[config.mk]
export PLATFORM = sky130hd
export DESIGN_NAME = fighter_sprite_fetch_flat
export DESIGN_NICKNAME = d
export VERILOG_FILES = /design/src/rtl/fighter_pkg.sv /design/src/rtl/fighter_sprite_fetch_if.sv /design/src/rtl/fighter_pose_fsm.sv /design/src/rtl/fighter_sprite_fetch.sv /design/src/flat_wrapper.sv
export SDC_FILE = /design/constraint.sdc
export NUM_CORES = 1
export LEC_CHECK = 0
export ABC_AREA = 1
export CAP_MARGIN = 10
export CORE_UTILIZATION = 50
export CTS_CLUSTER_DIAMETER = 60
export DETAILED_ROUTE_END_ITERATION = 6
export PLACE_DENSITY = 0.89
export SYNTH_ARGS = -nofsm -noshare
export SYNTH_HDL_FRONTEND = slang
export SYNTH_SLANG_ARGS = --single-unit
[constraint.sdc]
create_clock -name clock -period 5.96 [get_ports clock]
set_input_delay 1.192 -clock clock [delete_from_list [all_inputs] [get_ports clock]]
set_output_delay 1.192 -clock clock [all_outputs]
set_load 0.02 [all_outputs]
[src/rtl/fighter_pkg.sv]
// rtl/fighter_pkg.sv - shared pose codes, sprite geometry and default durations
package fighter_pkg;

    localparam int SPR_DIM         = 64;
    localparam int ATK_FRAMES_DEF  = 12;
    localparam int JUMP_FRAMES_DEF = 32;
    localparam int IDLE_FRAMES_DEF = 16;
    localparam int CNT_W           = 6;

    // Button positions inside cmd
    localparam int CMD_RIGHT  = 0;
    localparam int CMD_LEFT   = 1;
    localparam int CMD_CROUCH = 2;
    localparam int CMD_BLOCK  = 3;
    localparam int CMD_PUNCH  = 4;
    localparam int CMD_KICK   = 5;
    localparam int CMD_JUMP   = 6;

    typedef enum logic [3:0] {
        STAND       = 4'd0,
        STAND2      = 4'd1,
        MOVE        = 4'd2,
        CROUCH      = 4'd3,
        JUMP        = 4'd4,
        PUNCH       = 4'd5,
        KICK        = 4'd6,
        BLOCK       = 4'd7,
        CROUCHPUNCH = 4'd8,
        DEAD        = 4'd9
    } pose_t;

    // Button priority used whenever the fighter is free to pick a new pose
    function automatic pose_t neutral_pose(input logic [6:0] cmd);
        pose_t p;
        if (cmd[CMD_JUMP])                      p = JUMP;
        else if (cmd[CMD_KICK])                 p = KICK;
        else if (cmd[CMD_PUNCH])                p = cmd[CMD_CROUCH] ? CROUCHPUNCH : PUNCH;
        else if (cmd[CMD_BLOCK])                p = BLOCK;
        else if (cmd[CMD_CROUCH])               p = CROUCH;
        else if (cmd[CMD_LEFT] | cmd[CMD_RIGHT]) p = MOVE;
        else                                    p = STAND;
        return p;
    endfunction

endpackage

[src/rtl/fighter_sprite_fetch_if.sv]
// rtl/fighter_sprite_fetch_if.sv - game-side inputs, pose ROM port and pixel output
interface fighter_sprite_fetch_if;
    import fighter_pkg::*;

    logic        frame_tick;
    logic [6:0]  cmd;
    logic        hp_zero;
    logic        facing_left;
    logic [9:0]  char_x;
    logic [9:0]  char_y;
    logic [9:0]  draw_x;
    logic [9:0]  draw_y;
    pose_t       pose_sel;
    logic [11:0] rom_addr;
    logic [3:0]  rom_q;
    logic [3:0]  pixel_idx;
    logic        pixel_valid;

    modport master (
        output frame_tick, cmd, hp_zero, facing_left,
        output char_x, char_y, draw_x, draw_y, rom_q,
        input  pose_sel, rom_addr, pixel_idx, pixel_valid
    );

    modport slave (
        input  frame_tick, cmd, hp_zero, facing_left,
        input  char_x, char_y, draw_x, draw_y, rom_q,
        output pose_sel, rom_addr, pixel_idx, pixel_valid
    );

endinterface

[src/rtl/fighter_pose_fsm.sv]
// rtl/fighter_pose_fsm.sv - per-frame pose state machine with frame counter
module fighter_pose_fsm #(
    parameter int ATK_FRAMES  = fighter_pkg::ATK_FRAMES_DEF,
    parameter int JUMP_FRAMES = fighter_pkg::JUMP_FRAMES_DEF,
    parameter int IDLE_FRAMES = fighter_pkg::IDLE_FRAMES_DEF
) (
    input  logic               clock,
    input  logic               reset_n,
    input  logic               frame_tick,
    input  logic [6:0]         cmd,
    input  logic               hp_zero,
    output fighter_pkg::pose_t pose
);
    import fighter_pkg::*;

    localparam logic [CNT_W-1:0] ATK_LAST  = CNT_W'(ATK_FRAMES - 1);
    localparam logic [CNT_W-1:0] JUMP_LAST = CNT_W'(JUMP_FRAMES - 1);
    localparam logic [CNT_W-1:0] IDLE_LAST = CNT_W'(IDLE_FRAMES - 1);

    pose_t            pose_q, pose_d, sel;
    logic [CNT_W-1:0] cnt_q, cnt_d;
    logic             timed, expired;

    // Next pose and frame count; everything moves only on a frame tick
    always_comb begin
        pose_d  = pose_q;
        cnt_d   = cnt_q;
        sel     = neutral_pose(cmd);
        timed   = (pose_q == JUMP) || (pose_q == PUNCH) ||
                  (pose_q == KICK) || (pose_q == CROUCHPUNCH);
        expired = (pose_q == JUMP) ? (cnt_q == JUMP_LAST) : (cnt_q == ATK_LAST);
        if (frame_tick) begin
            if (pose_q == DEAD) begin
                cnt_d = cnt_q + 1'b1;
            end else if (hp_zero) begin
                pose_d = DEAD;
                cnt_d  = '0;
            end else if (timed && !expired) begin
                cnt_d = cnt_q + 1'b1;
            end else if ((sel == STAND) && ((pose_q == STAND) || (pose_q == STAND2))) begin
                // Idle breathing animation: swap frames every IDLE_FRAMES ticks
                if (cnt_q == IDLE_LAST) begin
                    pose_d = (pose_q == STAND) ? STAND2 : STAND;
                    cnt_d  = '0;
                end else begin
                    cnt_d = cnt_q + 1'b1;
                end
            end else if ((sel == pose_q) && !timed) begin
                cnt_d = cnt_q + 1'b1;
            end else begin
                // A finished attack/jump re-selected while still held restarts it
                pose_d = sel;
                cnt_d  = '0;
            end
        end
    end

    // Pose and counter registers; reset aborts any attack or jump in flight
    always_ff @(posedge clock or negedge reset_n) begin
        if (!reset_n) begin
            pose_q <= STAND;
            cnt_q  <= '0;
        end else begin
            pose_q <= pose_d;
            cnt_q  <= cnt_d;
        end
    end

    assign pose = pose_q;

endmodule

[src/rtl/fighter_sprite_fetch.sv]
// rtl/fighter_sprite_fetch.sv - pose selection plus sprite ROM address and pixel pipeline
module fighter_sprite_fetch #(
    parameter int SPR_DIM     = fighter_pkg::SPR_DIM,
    parameter int ATK_FRAMES  = fighter_pkg::ATK_FRAMES_DEF,
    parameter int JUMP_FRAMES = fighter_pkg::JUMP_FRAMES_DEF,
    parameter int IDLE_FRAMES = fighter_pkg::IDLE_FRAMES_DEF
) (
    input  logic                  clock,
    input  logic                  reset_n,
    fighter_sprite_fetch_if.slave bus
);
    import fighter_pkg::*;

    localparam int         AW      = $clog2(SPR_DIM);
    localparam logic [9:0] DIM_LIM = 10'(SPR_DIM);

    pose_t         pose_w;
    logic [10:0]   rel_x, rel_y;
    logic [AW-1:0] col;
    logic          in_box;
    logic [11:0]   rom_addr_c;
    logic          in_box_q, in_box_d;
    logic [3:0]    pixel_idx_q, pixel_idx_d;
    logic          pixel_valid_q, pixel_valid_d;

    fighter_pose_fsm #(
        .ATK_FRAMES  (ATK_FRAMES),
        .JUMP_FRAMES (JUMP_FRAMES),
        .IDLE_FRAMES (IDLE_FRAMES)
    ) u_pose_fsm (
        .clock      (clock),
        .reset_n    (reset_n),
        .frame_tick (bus.frame_tick),
        .cmd        (bus.cmd),
        .hp_zero    (bus.hp_zero),
        .pose       (pose_w)
    );

    // Sprite-relative position; a negative difference (sign bit set) is outside
    // the box, so sprites hanging off the screen edge clip rather than wrap
    always_comb begin
        rel_x  = {1'b0, bus.draw_x} - {1'b0, bus.char_x};
        rel_y  = {1'b0, bus.draw_y} - {1'b0, bus.char_y};
        in_box = !rel_x[10] && (rel_x[9:0] < DIM_LIM) &&
                 !rel_y[10] && (rel_y[9:0] < DIM_LIM);
        // SPR_DIM-1-rel_x equals the bitwise complement inside the box
        col        = bus.facing_left ? ~rel_x[AW-1:0] : rel_x[AW-1:0];
        rom_addr_c = in_box ? 12'({rel_y[AW-1:0], col}) : 12'd0;
    end

    // Pixel stage: in_box delayed to line up with rom_q, then registered output
    always_comb begin
        in_box_d      = in_box;
        pixel_valid_d = in_box_q && (bus.rom_q != 4'd0);
        pixel_idx_d   = pixel_valid_d ? bus.rom_q : 4'd0;
    end

    // Pipeline registers
    always_ff @(posedge clock or negedge reset_n) begin
        if (!reset_n) begin
            in_box_q      <= 1'b0;
            pixel_idx_q   <= 4'd0;
            pixel_valid_q <= 1'b0;
        end else begin
            in_box_q      <= in_box_d;
            pixel_idx_q   <= pixel_idx_d;
            pixel_valid_q <= pixel_valid_d;
        end
    end

    assign bus.pose_sel    = pose_w;
    assign bus.rom_addr    = rom_addr_c;
    assign bus.pixel_idx   = pixel_idx_q;
    assign bus.pixel_valid = pixel_valid_q;

endmodule

[src/flat_wrapper.sv]
// flat-port wrapper written by rule: the top's interface ports become plain ports
module fighter_sprite_fetch_flat import fighter_pkg::*;
#(
    parameter int SPR_DIM     = fighter_pkg::SPR_DIM,
    parameter int ATK_FRAMES  = fighter_pkg::ATK_FRAMES_DEF,
    parameter int JUMP_FRAMES = fighter_pkg::JUMP_FRAMES_DEF,
    parameter int IDLE_FRAMES = fighter_pkg::IDLE_FRAMES_DEF
)
  (clock, reset_n, bus_frame_tick, bus_cmd, bus_hp_zero, bus_facing_left, bus_char_x, bus_char_y, bus_draw_x, bus_draw_y, bus_rom_q, bus_pose_sel, bus_rom_addr, bus_pixel_idx, bus_pixel_valid);
  fighter_sprite_fetch_if bus_i ();
  input  logic clock;
  input  logic reset_n;
  input wire logic [$bits(bus_i.frame_tick)-1:0] bus_frame_tick;
  input wire logic [$bits(bus_i.cmd)-1:0] bus_cmd;
  input wire logic [$bits(bus_i.hp_zero)-1:0] bus_hp_zero;
  input wire logic [$bits(bus_i.facing_left)-1:0] bus_facing_left;
  input wire logic [$bits(bus_i.char_x)-1:0] bus_char_x;
  input wire logic [$bits(bus_i.char_y)-1:0] bus_char_y;
  input wire logic [$bits(bus_i.draw_x)-1:0] bus_draw_x;
  input wire logic [$bits(bus_i.draw_y)-1:0] bus_draw_y;
  input wire logic [$bits(bus_i.rom_q)-1:0] bus_rom_q;
  output wire logic [$bits(bus_i.pose_sel)-1:0] bus_pose_sel;
  output wire logic [$bits(bus_i.rom_addr)-1:0] bus_rom_addr;
  output wire logic [$bits(bus_i.pixel_idx)-1:0] bus_pixel_idx;
  output wire logic [$bits(bus_i.pixel_valid)-1:0] bus_pixel_valid;
  assign bus_i.frame_tick = bus_frame_tick;
  assign bus_i.cmd = bus_cmd;
  assign bus_i.hp_zero = bus_hp_zero;
  assign bus_i.facing_left = bus_facing_left;
  assign bus_i.char_x = bus_char_x;
  assign bus_i.char_y = bus_char_y;
  assign bus_i.draw_x = bus_draw_x;
  assign bus_i.draw_y = bus_draw_y;
  assign bus_i.rom_q = bus_rom_q;
  assign bus_pose_sel = bus_i.pose_sel;
  assign bus_rom_addr = bus_i.rom_addr;
  assign bus_pixel_idx = bus_i.pixel_idx;
  assign bus_pixel_valid = bus_i.pixel_valid;
  fighter_sprite_fetch #(.SPR_DIM(SPR_DIM), .ATK_FRAMES(ATK_FRAMES), .JUMP_FRAMES(JUMP_FRAMES), .IDLE_FRAMES(IDLE_FRAMES)) u_core (.clock(clock), .reset_n(reset_n), .bus(bus_i));
endmodule
Word level (Yosys, flattened, before mapping)
Cells that the tools add are included.

Register bits: 16. Input bits: 56. Output and inout port bits: 21. Word-level logic and storage cells: 68.

Add/sub/neg operators: 3. $lt $le $gt $ge: 2. Eq/ne operators: 13. Multiplexer cells: 23. Bitwise logic cells: 3. Reductions and logical operators: 19.

Operators by type and width (count): 2-to-1 mux 6 bit (7); 2-to-1 mux 4 bit (10); subtractor 10 x 10 -> 11 bit (2); < comparator 10 x 7 -> 1 bit, second input constant (2); == test 4 x 3 -> 1 bit, second input constant (3); == test 6 x 4 -> 1 bit, second input constant (2); 2-to-1 mux 12 bit (1); == test 4 bit, second input constant (2); logical NOT 4 bit (2); logical AND 1 bit (7); adder 6 x 1 -> 6 bit, second input constant (1); == test 6 x 5 -> 1 bit, second input constant (1); inverter 6 bit (1); AND reduction 5 bit (1); == test 4 x 1 -> 1 bit, second input constant (1); == test 4 bit (1); logical NOT 1 bit (4); logical OR 1 bit (4); 2-to-1 mux 2 bit (2); nonzero test 4 bit (1); 2-to-1 mux 3 bit (1); != test 3 x 2 -> 1 bit, second input constant (1); != test 3 bit, second input constant (1); 2-to-1 mux 1 bit (2); 3 further kinds (3).

Depth between registers and ports, before layout
Gate-level depths: netlist of the first run.

Word-level depth: 14. Depth in mapped cells: 15. Mapped depth without buffers: 14.

By module
Synthesis of the first run repeated with hierarchy kept, for this count alone.

Cell total of the unflattened synthesis: 386. Area, all modules: 2328.5 um^2.

By module, submodules not included: fighter_sprite_fetch (instances 1, cells each 256, area an instance 1512.7 um^2, sequential area each 150.1 um^2); fighter_pose_fsm (instances 1, cells each 130, area an instance 815.8 um^2, sequential area each 250.2 um^2).

Worst setup path after synthesis of the first run
Ideal clock, no wire load.

Kind: input-to-output. From: in bus_draw_y[0]. To: out bus_rom_addr[10]. Arrival: 2.929 ns. Data required time: 4.768 ns. Path slack: 1.839 ns. Cell stages on the path: 14. Cell sequence: inv_1 > ha_1 > inv_1 > fa_1 > nand3_2 > nand2_2 > nand2_2 > nand3_1 > a21oi_2 > nand2_1 > nor2_2 > nand4_2 > buf_6 > nor2_2.

Cells in the longest elaborated chain, start to end: 5.

Ends and longest elaborated chain: from (decl) (RTL line flat_wrapper.sv:20) `input wire logic [$bits(bus_i.draw_y)-1:0] bus_draw_y;`; subtractor 10 x 10 -> 11 bit * (RTL line fighter_sprite_fetch.sv:43) `rel_y = {1'b0, bus.draw_y} - {1'b0, bus.char_y};`; parallel branches: the longest is 3 deep, another holds < comparator 10 x 7 -> 1 bit; 2-to-1 mux 12 bit * (RTL line fighter_sprite_fetch.sv:48) `rom_addr_c = in_box ? 12'({rel_y[AW-1:0], col}) : 12'd0;`; to (decl) (RTL line flat_wrapper.sv:23) `output wire logic [$bits(bus_i.rom_addr)-1:0] bus_rom_addr;`.

Every way passes the cells marked *.

Final worst setup path of the first run
From: in bus_char_y[0]. To: out bus_rom_addr[8].

Cells in the longest elaborated chain, start to end: 5.

Ends and longest elaborated chain: from (decl) (RTL line flat_wrapper.sv:18) `input wire logic [$bits(bus_i.char_y)-1:0] bus_char_y;`; subtractor 10 x 10 -> 11 bit * (RTL line fighter_sprite_fetch.sv:43); parallel branches: the longest is 3 deep, another holds < comparator 10 x 7 -> 1 bit; 2-to-1 mux 12 bit * (RTL line fighter_sprite_fetch.sv:48).

Marks and branches as above.

==> results of run 1 <==
per-stage QoR:
step	instances	util, %	worst slack [ns]	total power, W
after CTS	495	75.0	0.637	0.000588
after detailed placement	491	73.7	0.635	0.000492
after floorplan	366	-	1.84	0.000379
final	495	75.0	0.654	0.000587
after global placement	491	73.7	0.722	0.000484
after global routing	495	75.0	0.420	0.000640
cell type report:
cell class	count	area (um^2)
fillers	351	1030
clock buffers	4	55.1
multi-input cells	275	1550
flip-flops and latches	16	400
inverters	73	274
repair buffers	77	768
well taps	50	62.6
worst max-delay path, delay by kind of cell:
family	cells	cell delay, ns
AOI/OAI and AO/OA	1	0.13
adders and majority gates	2	0.61
buffers and inverters	4	1.42
and+or+nand+nor	8	0.75
cells in the mapped netlist:
master | instances | share of area, %
a21oi_1 | 12 | 2.7
dfrtp_1 | 16 | 18
nand4_1 | 8 | 2.2
fa_1 | 2 | 1.8
buf_6 | 1 | 0.50
o21bai_1 | 2 | 0.67
inv_1 | 73 | 12
o211ai_1 | 1 | 0.34
clkbuf_1 | 1 | 0.17
nor3_1 | 5 | 1.1
nor2_4 | 3 | 1.5
nand3_2 | 2 | 0.89
o21ai_1 | 1 | 0.22
nand3_1 | 30 | 6.7
nor2_2 | 10 | 2.8
nor2_1 | 39 | 6.5
xor2_1 | 10 | 3.9
xnor2_1 | 9 | 3.5
a21oi_2 | 2 | 0.78
a31oi_1 | 2 | 0.56
o21ai_2 | 1 | 0.39
o21ai_0 | 6 | 1.3
nand4_2 | 1 | 0.56
nand2_2 | 4 | 1.1
ha_1 | 21 | 12
nand2_1 | 102 | 17
o41ai_1 | 1 | 0.39
nor4_1 | 1 | 0.28
kinds of logic (layout without fill, tap and decap cells):
family	count (synthesis)	count (layout)	synth area share [%]
xor gates and xnor gates	19	19	7.43
and+or+nand+nor	205	205	40.9
buffers and inverters	75	154	12.9
DFF	16	16	17.9
AOI/OAI and AO/OA	28	28	7.38
adders and majority gates	23	23	13.5
layout by cell type, fill, tap and decap left out, drive strengths merged, types with 10 or more instances in the layout:
cell / Yosys / layout
a21oi: 14 / 14
clkdlybuf4s50: 0 / 76
dfrtp: 16 / 16
ha: 21 / 21
inv: 73 / 73
nand2: 106 / 106
nand3: 32 / 32
nor2: 52 / 52
xor2: 10 / 10
power by group:
part	switching (W)	leakage, nW	internal [W]
clock network	0.0000344	0.0288	0.0000585
registers	0.0000290	0.216	0.000129
logic	0.000190	1.40	0.000146
total	0.000253	1.64	0.000334
metal layers:
layer | track usage (%) | up-vias
met5 | 0 | -
met1 | 27.7 | 1076
met2 | 44.9 | 86
met3 | 1.81 | 4
li1 | - | 1302
met4 | 4.85 | 0
final timing paths:
kind | startpoint | endpoint | slack [ns] | cells past startpoint
worst max-delay path | bus_char_y[0] | bus_rom_addr[8] | 0.65 | 15
worst min-delay path | u_core.u_pose_fsm.cnt_q[1] | u_core.u_pose_fsm.cnt_q[1] | 0.54 | 2
worst max register to register | u_core.u_pose_fsm.pose[1] | u_core.u_pose_fsm.pose[3] | 4.29 | 9
worst min register to register | u_core.u_pose_fsm.cnt_q[1] | u_core.u_pose_fsm.cnt_q[1] | 0.54 | 2
max in group asynchronous | reset_n | u_core.u_pose_fsm.cnt_q[4] | 4.17 | 1
min in group asynchronous | reset_n | u_core.u_pose_fsm.cnt_q[2] | 1.36 | 1
state kept, by name, summed over array words and instances (netlist names):
name	flops
u_core.u_pose_fsm.cnt_q	6
u_core.bus.pixel_idx	4
u_core.u_pose_fsm.pose	4
u_core.bus.pixel_valid	1
u_core.in_box_q	1
==> reports/results.ini, run 1 <==
[global_route]
grt_pass1_wl_um = 8590
grt_max_degree = 17
grt_pass1_vias = 2161
grt_antenna_before_repair = 0
grt_overflow = 0
grt_use_total_pct = 23.3

[route]
drc = 0
first_pass_iters = 4
wl_per_cell_um = 10.8
viasPerCell = 4.99
num_vias = 2468
drt-total-wl_um = 5330
highest_layer = met4
drtIter0Drc = 171
drtAntennaViolNets = 0
drt-met1-wl_um = 2330
route.met2.wl_um = 2720
met3_length_um = 232

[finish]
nets = 525
antenna_cells = 0
drive_above_1_share_pct = 6.29
area_growth_pct = 38.9
fin_area_um2 = 3110

[sta]
timing.final.crit_period_ns = 5.31
hold_viol = 0
fmax_mhz = 188
max_slew_margin_pct = 54.6
tightest_slew_ns = 0.678
holdWs_ns = 0.539
tns_ns = 0
setup_violations = 0
drv_slew = 0
period_share_pct = 89.0
skew_ns = 0.000480
rsz0062_at_grt = false

[logic_synthesis]
yosysWarnings = 0
avgSynthCellArea_um2 = 6.12
synthesis.area_um2 = 2240
syn_inst = 366
ys_seq_elements = 16
yosysSeqAreaShare_pct = 17.9
synth_cell_types = 28
synth_fp_nets = 445

[placed_design]
gp_congestion = 0.937
hpwl_um = 4510
port_buffers = 76
dpl_cell_area_um2 = 3050

[floorplan]
rows = 23
start_util_pct = 54.0
die-height_um = 68.9
core_area_um2 = 4140
dieArea_um2 = 4750
ios = 77
die_x_um = 68.9

[flow_run]
drv_cap = 0

[clock_network]
cts_tree = yes
clkTransAtPathRegs_ns = 0.06
cts_resized = 0
cts_buffers = 3
root_buffer = clkbuf_8
clock_latency_ns = 0.24
htree_levels = 1
clock_path_buffers = 2
cts.sinks = 16
postCtsHoldBufs = 0
post_cts_buffers = 0

[critical_path]
cp_cell_sequence = clkdlybuf4s50_1, ha_1, inv_1, fa_1, nand3_2, nand2_2, nand2_2, nand3_1, a21oi_2, nand2_1, nor2_2, nand4_2, buf_4, nor2_2, clkdlybuf4s50_1
slowest_stage = clkdlybuf4s50_1
start_kind = input pin
worstPathArrival_ns = 4.11
cp-end-kind = output pin
slowest_delay_ns = 0.61
critical_path_class = input pin to output pin
required_ns = 4.77
path_max_fanout = 8

[hold_path]
hp-class = register to register

[pwr]
peakVddDrop_uv = 91.1
power.leakage_nw = 1.64
powerDensity_nw_per_um2 = 189

[outcome]
status = finished, final reports clean

No activity file was read; power rests on OpenSTA's default activity.
==> run 2, diff against run 1 <==
- PLACE_DENSITY: 0.89 -> 0.95
==> run 2 against run 1 <==
Effect of this change: sequential power hardly changed; combinational power grew 1%; sequential share of layout area is essentially flat; design area shrank 0.24%; die area did not move; critical path type unchanged; non-clock buffer count shrank 1; largest power group unchanged; maximum frequency decreased by 3.4%; total power rose by 2.0%; critical path depth shrank 1; worst setup slack worse by 0.19 ns.
==> reports/results.ini, run 2 (synthesized netlist as in run 1, its figures left out) <==
[critical_path]
critical_path_class = input pin to output pin
path_max_fanout = 13  ; +5
worstPathArrival_ns = 4.30  ; +0.19 ns
rr_worst_depth = 10  ; +1
cp-end-kind = output pin
required_ns = 4.77  ; about the same
start_kind = input pin

[sta]
tns_ns = 0  ; unchanged
holdWs_ns = 0.544  ; +0.00484 ns
tightest_slew_ns = 0.678  ; -0.000827 ns
setup_violations = 0  ; unchanged
timing.final.crit_period_ns = 5.49  ; +0.188 ns
rsz0062_at_grt = false
period_share_pct = 92.2  ; +3.2 points
fmax_mhz = 182  ; -3.4%
drv_slew = 0  ; unchanged
hold_viol = 0  ; unchanged
max_slew_margin_pct = 54.7  ; +0.055 points
skew_ns = 0.00128  ; +0.000797 ns

[placed_design]
port_buffers = 76  ; unchanged
gp_congestion = 0.959  ; +2.3%
hpwl_um = 4910  ; +8.7%

[global_route]
grt_pass1_wl_um = 9650  ; +12%
grt_antenna_before_repair = 0  ; unchanged
grt_max_degree = 17  ; unchanged
grt_use_total_pct = 26.6  ; +3.3 points
grt_pass1_vias = 2421  ; +12%
grt_overflow = 0  ; unchanged

[route]
wl_per_cell_um = 11.8  ; +9.6%
num_vias = 2642  ; +7.1%
drc = 0  ; unchanged
first_pass_iters = 6  ; +2
drtIter0Drc = 158  ; -7.6%
viasPerCell = 5.35  ; +7.3%
drtAntennaViolNets = 0  ; unchanged
drt-total-wl_um = 5830  ; +9.4%

[clock_network]
cts_resized = 0  ; unchanged
clock_latency_ns = 0.26  ; +0.02 ns
clock_path_buffers = 2  ; unchanged
cts.sinks = 16  ; unchanged
root_buffer = clkbuf_8
cts_buffers = 3  ; unchanged
post_cts_buffers = 0  ; unchanged
postCtsHoldBufs = 0  ; unchanged
htree_levels = 1  ; unchanged
clkTransAtPathRegs_ns = 0.06  ; about the same
cts_tree = yes

[finish]
final_common_cell = nand2_1
layout_common_cells = 102 x nand2_1, 76 x clkdlybuf4s50_1, 73 x inv_1, 39 x nor2_1, 30 x nand3_1
drive_above_1_share_pct = 6.08  ; -0.21 points
area_growth_pct = 38.6
antenna_cells = 0  ; unchanged
seq_area_um2 = 400  ; unchanged
top_register = u_core.u_pose_fsm.cnt_q
multi_input_area_um2 = 1550  ; unchanged
nets = 524  ; -0.19%
largest_reg_flops = 6  ; unchanged
fillCellCount = 331  ; -5.7%

[floorplan]
die_x_um = 68.9  ; unchanged
dieArea_um2 = 4750  ; unchanged
start_util_pct = 54.0  ; unchanged
die-height_um = 68.9  ; unchanged
ios = 77  ; unchanged
core_area_um2 = 4140  ; unchanged
rows = 23  ; unchanged

[pwr]
peakVddDrop_uv = 100  ; +10%
power.leakage_nw = 1.64  ; -0.25%
powerDensity_nw_per_um2 = 193  ; +2.2%

[outcome]
status = finished, final reports clean

[hold_path]
hp-class = register to register
hold_depth = 2  ; unchanged

[flow_run]
drv_cap = 0  ; unchanged

[run 2: cell types whose count changed in the layout (fill, tap and decap cells not counted), sizes merged]
| cell | previous run | this run |
|---|---|---|
| buf | 1 | 0 |
[run 2: final cells by class]
cell class / instances / share of cell area (%)
flip-flops and latches: 16 / 12.9
multi-input cells: 275 / 49.9
inverters: 73 / 8.83
repair buffers: 76 / 24.5
clock buffers: 4 / 1.77
well taps: 50 / 2.02
[run 2: where the power goes]
group / switching, W / total (W) / internal (W)
Clock: 0.0000396 / 0.0000984 / 0.0000588
Sequential: 0.0000298 / 0.000159 / 0.000129
Combinational: 0.000194 / 0.000341 / 0.000146
[run 2: per-stage QoR]
stage,util [%],cells,total power [W],setup slack (ns),instance area (um^2)
2_1_floorplan,-,366,0.000379,1.84,2240
3_3_place_gp,73.5,490,0.000484,0.565,3050
3_5_place_dp,73.5,490,0.000496,0.484,3050
4_1_cts,74.8,494,0.000597,0.485,3100
5_1_grt,74.8,494,0.000653,0.258,3100
6_report,74.8,494,0.000598,0.466,3100
[run 2: per-layer routing]
layer  part of all wire [%]  GRT usage [%]  vias to the layer above
met5                      0              0                        -
met4                    3.5           12.8                        0
met3                    6.4           4.44                       31
met2                     50           49.3                      135
met1                     40           29.0                     1179
li1                       -              -                     1297
[run 2: worst paths after layout]
| check | slack, ns | startpoint | end |
|---|---|---|---|
| setup / recovery | 0.47 | bus_draw_y[0] | bus_rom_addr[3] |
| min in group asynchronous | 1.34 | reset_n | u_core.u_pose_fsm.cnt_q[2] |
| setup reg to reg | 4.24 | u_core.u_pose_fsm.pose[2] | u_core.u_pose_fsm.pose[0] |
| hold / removal | 0.54 | u_core.u_pose_fsm.cnt_q[0] | u_core.u_pose_fsm.cnt_q[0] |
| max in group asynchronous | 4.18 | reset_n | u_core.bus.pixel_valid |
| hold reg to reg | 0.54 | u_core.u_pose_fsm.cnt_q[0] | u_core.u_pose_fsm.cnt_q[0] |
[run 2: worst max-delay path: stages]
cell             delay (ns)
clkdlybuf4s50_1        0.40
inv_1                  0.06
ha_1                   0.19
inv_1                  0.10
fa_1                   0.44
nand3_2                0.09
nand2_2                0.08
nand3_1                0.08
nand2_1                0.07
xor2_1                 0.15
nor2_1                 0.12
nand4_2                0.44
nor2_2                 0.25
clkdlybuf4s50_1        0.63
==> run 3, diff against run 2 <==
- ABC_AREA: 1 -> default
- CORE_UTILIZATION: 50 -> 48
- CTS_CLUSTER_DIAMETER: 60 -> default
==> run 3 against run 2 <==
Effect of this change: combinational power decreased by 4%; clock skew increased by 0.0042 ns; routed wire length decreased by 14%; sequential power about the same; utilization increased by 0.61 points; largest cell class unchanged.
==> reports/results.ini, run 3 <==
[outcome]
status = finished, final reports clean

[sta]
skew_ns = 0.00544  ; +0.00417 ns
tightest_slew_ns = 0.721  ; +0.0433 ns
drv_slew = 0  ; unchanged
rsz0062_at_grt = false
period_share_pct = 96.2  ; +4.1 points
setup_violations = 0  ; unchanged
holdWs_ns = 0.540  ; -0.00419 ns
max_slew_margin_pct = 51.8  ; -2.9 points
tns_ns = 0  ; unchanged
fmax_mhz = 174  ; -4.2%
timing.final.crit_period_ns = 5.74  ; +0.242 ns
hold_viol = 0  ; unchanged

[route]
viasPerCell = 5.61  ; +4.9%
drt-total-wl_um = 5040  ; -14%
first_pass_iters = 4  ; -2
route.met2.wl_um = 2570  ; -12%
met3_length_um = 288  ; -23%
drtAntennaViolNets = 0  ; unchanged
drt-met1-wl_um = 2130  ; -8.6%
num_vias = 2093  ; -21%
drc = 0  ; unchanged
drtIter0Drc = 119  ; -25%
highest_layer = met4
wl_per_cell_um = 13.5  ; +14%

[logic_synthesis]
synth.largest_area_cell = dfrtp_1
synth_top_cell_area_share_pct = 20.3  ; +2.4 points
synth_fp_nets = 326  ; -27%
synthTopCellsByCount = 31 x inv_1, 21 x ha_1, 17 x nor3_1
synth_edf_count = 0  ; unchanged
ys_seq_elements = 16  ; unchanged
synthesis.area_um2 = 1980  ; -12%
synth_fa_ha_area_share_pct = 15.3  ; +1.8 points
synth_cell_types = 55  ; +96%
yosys.area_share.simple_pct = 22.4  ; -18 points
avgSynthCellArea_um2 = 8.00  ; +31%
syn_inst = 247  ; -33%
synth-compound-area-share_pct = 23.1  ; +16 points
synth_async_sr_flop_share_pct = 100  ; unchanged
yosysSeqAreaShare_pct = 20.3  ; +2.4 points
synth_top_family_by_area = compound AO/OA/AOI/OAI gates
muxShareOfSynthArea_pct = 2.28  ; +2.3 points
yosysWarnings = 0  ; unchanged
ys_top_cells_by_area = dfrtp_1 20%, ha_1 13%, inv_1 5.9%
post_synth_xor_area_fraction_pct = 9.75  ; +2.3 points
synth_ff_type = dfrtp_1
yosysMostFrequentCell = inv_1

[critical_path]
start_kind = input pin
slowest_delay_ns = 0.63  ; about the same
worstPathArrival_ns = 4.54  ; +0.24 ns
cp-end-kind = output pin
cp_top_family = buffers and inverters
cp_cell_sequence = clkdlybuf4s50_1, ha_1, inv_1, fa_1, a21o_1, a21oi_2, o21ai_1, xor2_1, a2111oi_1, o2111ai_1, buf_4, nor3_1, clkdlybuf4s50_1
slowest_stage = clkdlybuf4s50_1
crit_top_cell = clkdlybuf4s50_1
required_ns = 4.77  ; about the same
path_max_fanout = 6  ; -7
cp_num_buf_inv = 4  ; unchanged
critical_path_class = input pin to output pin

[floorplan]
start_util_pct = 52.0  ; -2.0 points
ios = 77  ; unchanged
die_x_um = 66.2  ; -4.0%
die-height_um = 66.2  ; -4.0%
core_area_um2 = 3800  ; -8.3%
dieArea_um2 = 4380  ; -7.8%
rows = 22  ; -4.3%

[finish]
nets = 405  ; -23%
layout_common_cells = 73 x clkdlybuf4s50_1, 31 x inv_1, 21 x ha_1, 17 x nor3_1, 16 x dfrtp_1
area_growth_pct = 45.0
top_register = u_core.u_pose_fsm.cnt_q
drive_above_1_share_pct = 5.54  ; -0.54 points
largest_reg_flops = 6  ; unchanged
final_common_cell = clkdlybuf4s50_1
antenna_cells = 0  ; unchanged

[clock_network]
htree_levels = 1  ; unchanged
post_cts_buffers = 0  ; unchanged
root_buffer = clkbuf_8
clock_latency_ns = 0.25  ; about the same
cts_buffers = 3  ; unchanged
cts_resized = 0  ; unchanged
postCtsHoldBufs = 0  ; unchanged
clkTransAtPathRegs_ns = 0.06  ; about the same
clock_path_buffers = 2  ; unchanged
cts_tree = yes
cts.sinks = 16  ; unchanged

[pwr]
p_int_w = 0.000353  ; +5.5%
switchingPower_w = 0.000229  ; -13%
peakVddDrop_uv = 97.1  ; -3.3%
powerDensity_nw_per_um2 = 203  ; +5.3%
power_frac_clock_pct = 16.2  ; -0.2 points
pwr-share-comb_pct = 56.3  ; -0.7 points
p_sw_share_pct = 39.4  ; -4.7 points
power.leakage_nw = 1.28  ; -22%
power.share.sequential_pct = 27.4  ; +0.8 points

[global_route]
grt_overflow = 0  ; unchanged
grt_pass1_wl_um = 8020  ; -17%
grt_pass1_vias = 1923  ; -21%
grt_max_degree = 17  ; unchanged
grt_use_total_pct = 23.6  ; -3.1 points
grt_antenna_before_repair = 0  ; unchanged

[flow_run]
drv_cap = 0  ; unchanged

[placed_design]
gp_congestion = 0.897  ; -6.5%
hpwl_um = 4090  ; -17%
port_buffers = 76  ; unchanged

[hold_path]
hp-class = register to register

==> run 3: worst reg2reg max path: cells and delay by family (launching register included) <==
family,cells,cell delay [ns]
mux,1,0.38
flops,1,0.48
simple gates,2,0.54
compound gates,4,0.81
==> run 3: worst paths after layout <==
check	start	end	slack [ns]	depth (start not counted)
worst max-delay path	bus_char_x[0]	bus_rom_addr[5]	0.22	13
worst min-delay path	u_core.in_box_q	u_core.bus.pixel_idx[3]	0.54	1
worst max register to register	u_core.u_pose_fsm.pose[3]	u_core.u_pose_fsm.pose[1]	3.64	7
worst min register to register	u_core.in_box_q	u_core.bus.pixel_idx[3]	0.54	1
max in group asynchronous	reset_n	u_core.u_pose_fsm.pose[0]	4.13	1
min in group asynchronous	reset_n	u_core.u_pose_fsm.cnt_q[5]	1.37	1
==> run 3: power groups by stage <==
stage                     registers, W  logic (W)  clock network (W)
after global routing          0.000163   0.000357           0.000100
after CTS                     0.000159   0.000326          0.0000951
final                         0.000160   0.000328          0.0000945
after detailed placement      0.000160   0.000320                  0
after floorplan               0.000168   0.000201                  0
after global placement        0.000158   0.000314                  0
==> run 3: per-layer routing <==
layer	vias to the layer above	track usage, %
met1	958	28.7
met2	89	42.9
met3	8	2.59
met4	0	7.45
met5	-	0
li1	1038	-
==> run 3: cell type report <==
type | instances | area, um^2
clock buffer | 4 | 55.1
fill | 267 | 932
inverter | 31 | 116
multi-input combinational | 195 | 1440
sequential | 16 | 400
tap | 48 | 60.1
timing repair buffer | 79 | 791
==> run 3: kinds of logic after synthesis <==
family	after synthesis
simple gates	82
xor+xnor	22
buf+inv	36
compound gates	64
flops	16
mux	4
fa+ha+maj	23
==> run 3: through the flow <==
step / worst slack, ns / power [W] / util (%) / std cells / area (um^2)
after floorplan: 1.07 / 0.000369 / - / 247 / 1980
after global placement: 0.181 / 0.000472 / 73.7 / 369 / 2800
after detailed placement: 0.0800 / 0.000481 / 73.7 / 369 / 2800
after CTS: 0.0770 / 0.000580 / 75.2 / 373 / 2860
after global routing: 0.0408 / 0.000620 / 75.5 / 373 / 2870
final: 0.224 / 0.000582 / 75.5 / 373 / 2870
